### config.mk
export PLATFORM = sky130hd
export DESIGN_NAME = stream_xbar_rr_arbiter_flat
export DESIGN_NICKNAME = d
export VERILOG_FILES = /design/src/rtl/stream_xbar_rr_arbiter_if.sv /design/src/rtl/stream_xbar_rr_arbiter.sv /design/src/flat_wrapper.sv
export SDC_FILE = /design/constraint.sdc
export NUM_CORES = 1
export LEC_CHECK = 0
export BUFFER_PORTS_ARGS = -buffer_cell sky130_fd_sc_hd__buf_2
export CORE_AREA = 2 2 39 41
export DETAILED_ROUTE_END_ITERATION = 16
export DIE_AREA = 0 0 41 43
export GPL_ROUTABILITY_DRIVEN = 0
export PLACE_DENSITY = 0.48
export SKIP_CTS_REPAIR_TIMING = 1
export SYNTH_ARGS = -nofsm -noshare
export SYNTH_HDL_FRONTEND = slang
export SYNTH_SLANG_ARGS = --single-unit
### constraint.sdc
create_clock -name clk -period 2.7 [get_ports clk]
set_input_delay 0.54 -clock clk [delete_from_list [all_inputs] [get_ports clk]]
set_output_delay 0.54 -clock clk [all_outputs]
set_load 0.005 [all_outputs]
### src/rtl/stream_xbar_rr_arbiter_if.sv
// Request/grant bundle between the stream_xbar datapath and one per-output-port
// round-robin packet arbiter.
interface stream_xbar_rr_arbiter_if #(
    parameter int S_DATA_COUNT = 2,
    parameter int T_ID_WIDTH   = $clog2(S_DATA_COUNT)
);
    logic [S_DATA_COUNT-1:0] req_i;
    logic [S_DATA_COUNT-1:0] last_i;
    logic                    ready_i;
    logic [S_DATA_COUNT-1:0] grant_o;
    logic [T_ID_WIDTH-1:0]   grant_id_o;
    logic                    busy_o;

    modport master (
        output req_i, last_i, ready_i,
        input  grant_o, grant_id_o, busy_o
    );

    modport slave (
        input  req_i, last_i, ready_i,
        output grant_o, grant_id_o, busy_o
    );
endinterface

### src/rtl/stream_xbar_rr_arbiter.sv
// Per-output-port packet arbiter: locks the output to one source from its first
// beat until its last beat is accepted, rotating priority between packets.
module stream_xbar_rr_arbiter #(
    parameter  int S_DATA_COUNT = 2,
    localparam int T_ID_WIDTH   = $clog2(S_DATA_COUNT)
) (
    input  logic                     clk,
    input  logic                     rst_n,
    stream_xbar_rr_arbiter_if.slave  bus
);

    typedef enum logic {
        IDLE,
        LOCKED
    } state_e;

    state_e                  state_q, state_d;
    logic [T_ID_WIDTH-1:0]   ptr_q, ptr_d;
    logic [T_ID_WIDTH-1:0]   grant_id_q, grant_id_d;
    logic [S_DATA_COUNT-1:0] grant_q, grant_d;
    logic                    busy_q, busy_d;

    logic                    owner_fire;
    logic                    owner_last;
    logic [T_ID_WIDTH-1:0]   next_ptr;
    logic [S_DATA_COUNT-1:0] handover_cand;
    logic [T_ID_WIDTH-1:0]   idle_winner;
    logic [T_ID_WIDTH-1:0]   handover_winner;

    // Scan start, start+1, ... wrapping at S_DATA_COUNT rather than at a power of 2.
    function automatic logic [T_ID_WIDTH-1:0] rr_pick(
        input logic [S_DATA_COUNT-1:0] cand,
        input logic [T_ID_WIDTH-1:0]   start
    );
        logic [T_ID_WIDTH-1:0] winner;
        logic                  found;
        int                    pos;
        winner = '0;
        found  = 1'b0;
        for (int k = 0; k < S_DATA_COUNT; k++) begin
            pos = int'(start) + k;
            if (pos >= S_DATA_COUNT) begin
                pos = pos - S_DATA_COUNT;
            end
            if (!found && cand[T_ID_WIDTH'(pos)]) begin
                winner = T_ID_WIDTH'(pos);
                found  = 1'b1;
            end
        end
        return winner;
    endfunction

    function automatic logic [S_DATA_COUNT-1:0] onehot(input logic [T_ID_WIDTH-1:0] idx);
        logic [S_DATA_COUNT-1:0] vec;
        vec      = '0;
        vec[idx] = 1'b1;
        return vec;
    endfunction

    always_comb begin
        owner_fire      = bus.req_i[grant_id_q] & bus.ready_i;
        owner_last      = bus.last_i[grant_id_q];
        next_ptr        = (int'(grant_id_q) == S_DATA_COUNT - 1) ? '0
                                                                 : grant_id_q + T_ID_WIDTH'(1);
        handover_cand   = bus.req_i & ~onehot(grant_id_q);
        idle_winner     = rr_pick(bus.req_i, ptr_q);
        handover_winner = rr_pick(handover_cand, next_ptr);

        state_d    = state_q;
        ptr_d      = ptr_q;
        grant_id_d = grant_id_q;
        grant_d    = grant_q;
        busy_d     = busy_q;

        unique case (state_q)
            IDLE: begin
                if (|bus.req_i) begin
                    state_d    = LOCKED;
                    grant_id_d = idle_winner;
                    grant_d    = onehot(idle_winner);
                    busy_d     = 1'b1;
                end
            end
            LOCKED: begin
                // Only the owner's accepted last beat releases the port; everything else holds.
                if (owner_fire && owner_last) begin
                    ptr_d = next_ptr;
                    if (|handover_cand) begin
                        grant_id_d = handover_winner;
                        grant_d    = onehot(handover_winner);
                    end else begin
                        state_d = IDLE;
                        grant_d = '0;
                        busy_d  = 1'b0;
                    end
                end
            end
            default: begin
                state_d = IDLE;
            end
        endcase
    end

    always_ff @(posedge clk or negedge rst_n) begin
        if (!rst_n) begin
            state_q    <= IDLE;
            ptr_q      <= '0;
            grant_id_q <= '0;
            grant_q    <= '0;
            busy_q     <= 1'b0;
        end else begin
            state_q    <= state_d;
            ptr_q      <= ptr_d;
            grant_id_q <= grant_id_d;
            grant_q    <= grant_d;
            busy_q     <= busy_d;
        end
    end

    assign bus.grant_o    = grant_q;
    assign bus.grant_id_o = grant_id_q;
    assign bus.busy_o     = busy_q;

endmodule
### src/flat_wrapper.sv
// flat-port wrapper written by rule: the top's interface ports become plain ports
module stream_xbar_rr_arbiter_flat 
#(
    parameter  int S_DATA_COUNT = 2,
    localparam int T_ID_WIDTH   = $clog2(S_DATA_COUNT)
)
  (clk, rst_n, bus_req_i, bus_last_i, bus_ready_i, bus_grant_o, bus_grant_id_o, bus_busy_o);
  stream_xbar_rr_arbiter_if #(.S_DATA_COUNT(S_DATA_COUNT)) bus_i ();
  input  logic clk;
  input  logic rst_n;
  input wire logic [$bits(bus_i.req_i)-1:0] bus_req_i;
  input wire logic [$bits(bus_i.last_i)-1:0] bus_last_i;
  input wire logic [$bits(bus_i.ready_i)-1:0] bus_ready_i;
  output wire logic [$bits(bus_i.grant_o)-1:0] bus_grant_o;
  output wire logic [$bits(bus_i.grant_id_o)-1:0] bus_grant_id_o;
  output wire logic [$bits(bus_i.busy_o)-1:0] bus_busy_o;
  assign bus_i.req_i = bus_req_i;
  assign bus_i.last_i = bus_last_i;
  assign bus_i.ready_i = bus_ready_i;
  assign bus_grant_o = bus_i.grant_o;
  assign bus_grant_id_o = bus_i.grant_id_o;
  assign bus_busy_o = bus_i.busy_o;
  stream_xbar_rr_arbiter #(.S_DATA_COUNT(S_DATA_COUNT)) u_core (.clk(clk), .rst_n(rst_n), .bus(bus_i));
endmodule
# [After elaboration in Yosys (flattened, before gate mapping)]
# Index checks and enable logic that the tools add are counted.
[classes] eq_ne=4 addsub=7 n_reduce_logical=14 magnitude_cmp=14 bitwise=4 n_mux=45
[ops] op="$mux W1" count=35
[ops] op="$lt A1 B3 Y1 const B" count=4
[ops] op="$logic_and A1 B1 Y1" count=6
[ops] op="$lt A1 B2 Y1 const B" count=3
[ops] op="$mux W2" count=3
[ops] op="$ne A2 B2 Y1 const B" count=3
[ops] op="$pmux W1 S2" count=3
[ops] op="$reduce_and A3 Y1" count=2
[ops] op="$add A1 B1 Y2 const B" count=2
[ops] op="$ge A1 B2 Y1 const B" count=2
[ops] op="$ge A2 B2 Y1 const B" count=2
[ops] op="$pmux W2 S2" count=1
[ops] op="$reduce_and A2 Y1" count=2
[ops] op="$reduce_or A2 Y1" count=2
[ops] op="$sub A1 B1 Y1 const B" count=4
[ops] op="$demux W1 S1" count=3
[ops] op="$ge A1 B1 Y1 const B" count=3
[ops] op="$and A2 B2 Y2" count=1
[ops] op="$logic_not A1 Y1" count=2
[ops] op="$ne A2 B1 Y1 const B" count=1
[ops] op="$not A2 Y2" count=1
[ops] op="$add A1 B1 Y1 const B" count=1
[ops] op="$and A1 B1 Y1" count=1
[ops] op="$not A1 Y1" count=1
[word_totals] register_bits=6 input_bits=7

# [Logic depth before layout (Yosys ltp)]
# Gate-level depths: netlist of the first run.
[logic_depth] depth_word=19 ltp_mapped=4

# [Worst setup path after synthesis of the first run]
# OpenSTA, ideal clock, no wires.
[synth_path] kind="input port to flip-flop" start="input bus_last_i[1]" end="register u_core.grant_q[0] (netlist: u_core.bus.grant_o[0])" required_time_ns=2.574 path_stages=3 arrival_time_ns=1.264 setup_time_ns=0.126 setup_slack_ns=1.310 cell_sequence="and4_2 > or2_0 > o311a_1"
[synth_between] elab_chain_len=5
[synth_lines] element="from (decl)" line="flat_wrapper.sv:12" source="input wire logic [$bits(bus_i.last_i)-1:0] bus_last_i;"
[synth_lines] element="$mux W1 (implied by the code) (2 in series)" line="stream_xbar_rr_arbiter.sv:62" source="owner_last = bus.last_i[grant_id_q];"
[synth_lines] element="$logic_and A1 B1 Y1" line="stream_xbar_rr_arbiter.sv:86" source="if (owner_fire && owner_last) begin"
[synth_lines] element="$ne A2 B2 Y1 (no source line)"
[synth_lines] element="$reduce_and A2 Y1 (no source line)"
[synth_lines] element="to (signal assigned)" line="stream_xbar_rr_arbiter.sv:115" source="grant_q <= grant_d;"
[synth_lines] element="to (decl)" line="stream_xbar_rr_arbiter.sv:20" source="logic [S_DATA_COUNT-1:0] grant_q, grant_d;"
# Every way passes these cells. The select of a mux whose other input is x is not followed.
# A chain may end at the register's enable or synchronous reset.

# [Final worst setup path of the first run]
[layout_path] start="register u_core.grant_id_q (netlist: u_core.bus.grant_id_o)" end="output bus_grant_id_o"
[layout_rtl] element="from (decl)" line="stream_xbar_rr_arbiter.sv:19" source="logic [T_ID_WIDTH-1:0] grant_id_q, grant_id_d;"
[layout_rtl] element="from (signal assigned)" line="stream_xbar_rr_arbiter.sv:114" source="grant_id_q <= grant_id_d;"
[layout_rtl] element="to (decl)" line="flat_wrapper.sv:15" source="output wire logic [$bits(bus_i.grant_id_o)-1:0] bus_grant_id_o;"
# No word-level cell between the ends.

==> impl_summary.log, run 1 <==
[metrics] buffering stage count on the worst path with inverters included: 1
[metrics] cell internal power dissipation: ~240 uW
[metrics] crit path max fanout: 7
[metrics] #FFs+latches synth: 6
[metrics] fraction of registers with async set/reset: 100.0%
[metrics] Design Power: 337.0 uW
[metrics] number of nets in the final layout: 52
[metrics] Final Hold Vio Count: 0
[metrics] Mapped Nets: 38
[metrics] startpoint types: flip-flop
[metrics] type of element capturing the critical path: output port
[metrics] number of fillers in the final layout: 146
[metrics] mean routed wirelength per cell: around 12 um
[metrics] Comb power frac: 30.7%
[metrics] slew at the pin closest to its max-slew limit: 0.2734 ns
[metrics] biggest cell delay along the critical path: 0.42 ns
[metrics] Area growth syn-to-layout: 23.81%
[metrics] clock-pin slew on the worst setup and hold paths: ~0.04 ns
[metrics] sequential-to-total area share from yosys stat: a little over two fifths
[metrics] CP max-delay cell: dfrtp_1
[metrics] commonest cells after routing, fill and taps aside: buf_2, dfrtp_1, clkbuf_4
[metrics] Chip Height: ~43 um
[metrics] maximum clock frequency: 738.9 MHz
[metrics] number of standard cells in the final layout excluding fillers: 59
[metrics] Clock Tree Buf Depth: 2
[metrics] clock period minus worst slack: 1.353 ns
[metrics] number of rows in the core area: 14
[metrics] Total Routed Length: between 700 and 800 um
[metrics] final antenna-violating net count: 0
[metrics] placed cell count: 56
[metrics] Port-buffer cells: 10
[metrics] GR Util All Layers: under 10%
[metrics] CTS Sinks: 6
[metrics] die footprint: 0.001763 mm2
[metrics] total power per unit cell area: 796.8 mW/mm2
[metrics] Synth Area per Inst: 11.02 um2
[metrics] number of distinct library cells after synthesis: 21
[metrics] slew margin rel.: 81.78%
[metrics] Vias: between 200 and 300
[metrics] share of final-layout standard cells stronger than drive strength 1: 41.86%
[metrics] Post-Route Utilization: 30.56%
[metrics] number of antenna violations at the first check in global routing: 0
[metrics] worst setup path category: reg2out
[metrics] TritonCTS clock tree: yes
[metrics] via count of the first global-routing pass: ~280
[metrics] # setup viols final: 0
[metrics] run status: finished, final reports clean
[metrics] total inserted antenna cells: 0
[metrics] Clock Root Buffer: clkbuf_4
[metrics] switching share of power: approximately 30%
[metrics] share of total power in sequential cells: approximately 46%
[metrics] effective utilization at floorplan: 24.68%
[metrics] primary flip-flop cell chosen by synthesis mapping: dfrtp_1
[metrics] reported max-cap violation count: 0
[metrics] class of the tightest hold or removal check: in2async
[metrics] Top delay family on crit path: flip-flops
[metrics] First-pass DRT Iterations: 4
[metrics] required arrival time at the worst endpoint: 2.16 ns
[metrics] arrival time at the worst endpoint: around 0.8 ns
[metrics] post-synth design cell area: 341.6 um2
[metrics] pin count of the biggest net entering global routing: 10
[metrics] wire length of the first global-routing pass: 1.110 mm
[metrics] core area: 0.001384 mm2
[metrics] detailed placement HPWL: 596.2 um
[metrics] yosys warns: 0
[metrics] worst clock skew: 0.002873 ns
[metrics] Cells after Synth: 31
[metrics] Fin Setup TNS: 0 ns
[metrics] number of pins exceeding their max-slew limit in the final report: 0
[metrics] count of H-tree levels built during CTS: 1
[metrics] top-level I/O count: 11
[metrics] number of flops mapped to enable cells by yosys: 0
[metrics] starting DRC count in detailed routing: 6
[metrics] most common library cell in the layout ignoring fill and taps: buf_2
[metrics] grt ovf: 0
[metrics] switching power: 101.2 uW
[metrics] Static Leak: 0.0002047 uW
[metrics] DRC violations left: 0
[metrics] setup repair after global routing missed its margin: no
[metrics] mean number of vias per cell: 4.881
[metrics] number of buffers inserted during clock tree synthesis: 3
[metrics] critical path cell sequence: buf_2
[metrics] maximum vdd ir drop: around 0.24 mV
[metrics] clock share of power: 23.6%
[metrics] Die X-Extent: 41 um
[metrics] Tcrit/Tclk final: between 50% and 60%
[metrics] clock latency on the worst-skew pair: 0.24 ns
-- power by group through the flow --
stage | Combinational, uW | Sequential (uW) | Clock (uW)
finish | 103 | 154 | 79.7
global placement | 103 | 152 | 0
CTS | 107 | 154 | 85.4
global route | 117 | 159 | 90.6
floorplan | 62.5 | 152 | 0
detailed placement | 107 | 155 | 0
-- synth_stat cells, types with 2 or more instances --
master	n	area, um2
nand2_1	2	7.510
a21o_1	2	15.01
nor2_1	2	7.510
inv_1	2	7.510
a21boi_0	2	15.01
dfrtp_1	6	150.1
-- per-layer routing --
layer,routed length (um),vias up,track usage [%]
met5,0,-,0
met1,281,132,10.46
li1,-,146,-
met4,0,0,8.000
met2,388,10,14.69
met3,52,0,3.141
-- area by class of cell --
cell class	count	area [um2]	share of cell area, %
timing repair buffer	10	50.05	11.83
multi-input combinational	22	172.7	40.83
inverter	2	7.507	1.775
clock buffer	3	22.52	5.325
sequential	6	150.1	35.50
tap	16	20.02	4.734
-- kinds of logic after synthesis --
group | share of synthesized area [%]
compound gates | 23.81
simple gates | 23.81
flops | 43.95
buf+inv | 5.495
mux | 2.931
-- final timing paths --
check                                       from                    end  slack, ns  cells past startpoint
min reg2reg                    u_core.bus.busy_o      u_core.bus.busy_o       0.47                      1
min                                        rst_n  u_core.bus.grant_o[0]       0.11                      1
max reg2reg                u_core.bus.grant_id_o  u_core.bus.grant_o[0]       1.37                      3
max                        u_core.bus.grant_id_o         bus_grant_id_o       1.35                      1
max in group asynchronous                  rst_n         u_core.state_q       2.44                      1
min in group clk               u_core.bus.busy_o      u_core.bus.busy_o       0.47                      1
-- per-stage QoR --
step	area (um2)	hold WS (ns)	setup slack, ns
after global routing	422.9	0.1204	1.305
final	422.9	0.1141	1.347
after detailed placement	400.4	0.3725	1.135
after CTS	422.9	0.1097	1.331
after global placement	400.4	0.3674	1.152
after floorplan	341.6	0.2444	1.310
-- registers in the layout (all words and copies together) (netlist names) --
register               count
u_core.bus.busy_o          1
u_core.state_q             1
u_core.bus.grant_o         2
u_core.bus.grant_id_o      1
u_core.ptr_q               1
(Power assumes the default switching activity.)
==> inputs of run 2 (changes only) <==
--- a/config.mk
+++ b/config.mk
@@ -10,7 +10,7 @@
 export DETAILED_ROUTE_END_ITERATION = 16
 export DIE_AREA = 0 0 41 43
 export GPL_ROUTABILITY_DRIVEN = 0
-export PLACE_DENSITY = 0.48
+export PLACE_DENSITY = 0.5
 export SKIP_CTS_REPAIR_TIMING = 1
 export SYNTH_ARGS = -nofsm -noshare
 export SYNTH_HDL_FRONTEND = slang
==> constraint.sdc (replaced) <==
create_clock -name clk -period 1.2 [get_ports clk]
set_input_delay 0.24 -clock clk [delete_from_list [all_inputs] [get_ports clk]]
set_output_delay 0.24 -clock clk [all_outputs]
set_load 0.005 [all_outputs]
==> run 2 against run 1 <==
The flow now finishes with violations (setup timing). Hold slack improved by 0.26 ns. Global-route usage rose by 0.63 points. Combinational power rose to 2.7 times the previous value. Clock skew fell by 0.0013 ns. Final cell count rose by 8.5%. Utilization rose by 3.0 points. Non-clock buffer count rose by 5. Largest power group unchanged.
==> impl_summary.log, run 2 (same netlist as run 1, synthesis figures left out) <==
[metrics] run status: finished, violations left
[metrics] violations in the final reports: setup timing
[metrics] DRC violations left: 0 (unchanged)
[metrics] CTS Sinks: 6 (unchanged)
[metrics] startpoint types: flip-flop
[metrics] mean routed wirelength per cell: 11.36 um (-7.2%)
[metrics] clock latency on the worst-skew pair: 0.24 ns (about the same)
[metrics] number of antenna violations at the first check in global routing: 0 (unchanged)
[metrics] total power per unit cell area: 1711 mW/mm2 (+110%)
[metrics] GR Util All Layers: 10.41% (+0.63 points)
[metrics] mean number of vias per cell: 4.641 (-4.9%)
[metrics] starting DRC count in detailed routing: 5 (-1)
[metrics] share of total power in sequential cells: 42.9% (-2.7 points)
[metrics] worst clock skew: 0.001588 ns (-0.001285 ns)
[metrics] detailed placement HPWL: 545.1 um (-8.6%)
[metrics] class of the tightest hold or removal check: in2reg
[metrics] worst setup path category: reg2reg
[metrics] final antenna-violating net count: 0 (unchanged)
[metrics] Design Power: 794.4 uW (+140%)
[metrics] First-pass DRT Iterations: 4 (unchanged)
[metrics] via count of the first global-routing pass: 281 (+0.72%)
[metrics] Clock Tree Buf Depth: 2 (unchanged)
[metrics] # setup viols final: 1 (+1)
[metrics] maximum clock frequency: 791.9 MHz
[metrics] setup slack at placement: -0.05216 ns (-1.187 ns)
[metrics] clock-pin slew on the worst setup and hold paths: 0.04 ns (about the same)
[metrics] top-level I/O count: 11 (unchanged)
[metrics] required arrival time at the worst endpoint: 1.32 ns (-0.84 ns)
[metrics] TritonCTS clock tree: yes
[metrics] Fin Setup TNS: -0.06275 ns (-0.06275 ns)
[metrics] Static Leak: 0.0002308 uW (+13%)
[metrics] pin count of the biggest net entering global routing: 8 (-2)
[metrics] count of H-tree levels built during CTS: 1 (unchanged)
[metrics] die footprint: 0.001763 mm2 (unchanged)
[metrics] slew at the pin closest to its max-slew limit: 0.2335 ns (-0.03991 ns)
[metrics] effective utilization at floorplan: 24.68% (unchanged)
[metrics] number of buffers inserted during clock tree synthesis: 3 (unchanged)
[metrics] Vias: 297 (+3.1%)
[metrics] crit path max fanout: 6 (-1)
[metrics] clock period minus worst slack: 1.263 ns
[metrics] Final Hold Vio Count: 0 (unchanged)
[metrics] core area: 0.001384 mm2 (unchanged)
[metrics] grt ovf: 0 (unchanged)
[metrics] setup repair after global routing missed its margin: yes
[metrics] biggest cell delay along the critical path: 0.41 ns (about the same)
[metrics] number of standard cells in the final layout excluding fillers: 64 (+8.5%)
[metrics] arrival time at the worst endpoint: 1.38 ns (+0.57 ns)
[metrics] switching share of power: 29.60% (-0.44 points)
[metrics] Post-Route Utilization: 33.54% (+3.0 points)
[metrics] total inserted antenna cells: 0 (unchanged)
[metrics] Die X-Extent: 41 um (unchanged)
[metrics] wire length of the first global-routing pass: 1.166 mm (+5.0%)
[metrics] Clock Root Buffer: clkbuf_4
[metrics] Area growth syn-to-layout: 35.90%
[metrics] maximum vdd ir drop: 0.5037 mV (+110%)
[metrics] clock share of power: 22.4% (-1.2 points)
[metrics] slew margin rel.: 84.39% (+2.6 points)
[metrics] number of rows in the core area: 14 (unchanged)
[metrics] Top delay family on crit path: simple AND/OR/NAND/NOR gates
[metrics] critical path cell sequence: and4b_4 > or2_1 > o311a_1
[metrics] Port-buffer cells: 10 (unchanged)
[metrics] placed cell count: 60 (+7.1%)
[metrics] number of pins exceeding their max-slew limit in the final report: 0 (unchanged)
[metrics] most common library cell in the layout ignoring fill and taps: buf_2
[metrics] commonest cells after routing, fill and taps aside: buf_2, dfrtp_1, buf_4, clkbuf_4
[metrics] switching power: 235.2 uW (+130%)
[metrics] cell internal power dissipation: 559.2 uW (+140%)
[metrics] Chip Height: 43 um (unchanged)
[metrics] CP max-delay cell: dfrtp_1
[metrics] buffering stage count on the worst path with inverters included: 0 (-1)
[metrics] reported max-cap violation count: 0 (unchanged)
[metrics] Tcrit/Tclk final: 105.2%
[metrics] Total Routed Length: 727 um (+0.69%)
[metrics] number of nets in the final layout: 57 (+9.6%)
[metrics] type of element capturing the critical path: flip-flop
[metrics] Largest register FFs: 2 (unchanged)
[metrics] final worst slack: -0.06275 ns (-1.409 ns)
[metrics] Comb power frac: 34.7% (+4.0 points)
[metrics] share of final-layout standard cells stronger than drive strength 1: 45.83% (+4.0 points)
==> run 2: changes by cell type in the layout (fill, tap and decap cells not counted) <==
cell,previous run,this run
dlygate4sd3_1,0,1
or2_1,0,1
a21boi_1,0,1
and4_4,0,1
or2_0,1,0
buf_4,0,4
a21boi_0,2,1
and4_2,1,0
==> run 2: cell type report <==
cell class	count	area [um2]
Sequential cell	6	150.1
Tap cell	16	20.02
Multi-Input combinational cell	22	173.9
Clock buffer	3	22.52
Timing Repair Buffer	15	90.09
Inverter	2	7.507
Fill cell	142	919.6
==> run 2: metal layers <==
metal	GRT usage (%)	wire length (um)	vias to the layer above
met1	13.49	386	130
met4	10.00	12	0
li1	-	-	156
met5	0	0	-
met3	3.141	46	2
met2	12.81	281	9
==> run 2: tightest hold or removal path: stages <==
cell and delay [ns]:
buf_2 0.12, nor2_1 0.07, a21boi_1 0.13
==> run 2: through the flow <==
stage / instance area (um2) / hold slack (ns)
CTS: 454.2 / -0.1865
detailed placement: 431.7 / 0.07442
global placement: 431.7 / 0.07517
global route: 464.2 / 0.3858
finish: 464.2 / 0.3699
floorplan: 342.8 / -0.05559
==> run 2: worst paths after layout <==
check / from / end / slack [ns] / cells past startpoint
min reg2reg: u_core.bus.busy_o / u_core.bus.busy_o / 0.47 / 1
max in group asynchronous: rst_n / u_core.bus.grant_o[0] / 0.68 / 2
max: u_core.bus.grant_id_o / u_core.bus.grant_o[0] / -0.06 / 3
min: bus_req_i[1] / u_core.state_q / 0.37 / 3
max reg2reg: u_core.bus.grant_id_o / u_core.bus.grant_o[0] / -0.06 / 3
min in group asynchronous: rst_n / u_core.bus.grant_o[1] / 0.38 / 2
==> run 2: power groups by stage <==
stage / Combinational (uW) / Sequential (uW) / Clock [uW]
2_1_floorplan: 142 / 343 / 0
3_3_place_gp: 277 / 339 / 0
3_5_place_dp: 275 / 342 / 0
4_1_cts: 276 / 339 / 192
5_1_grt: 316 / 354 / 206
6_report: 276 / 340 / 178
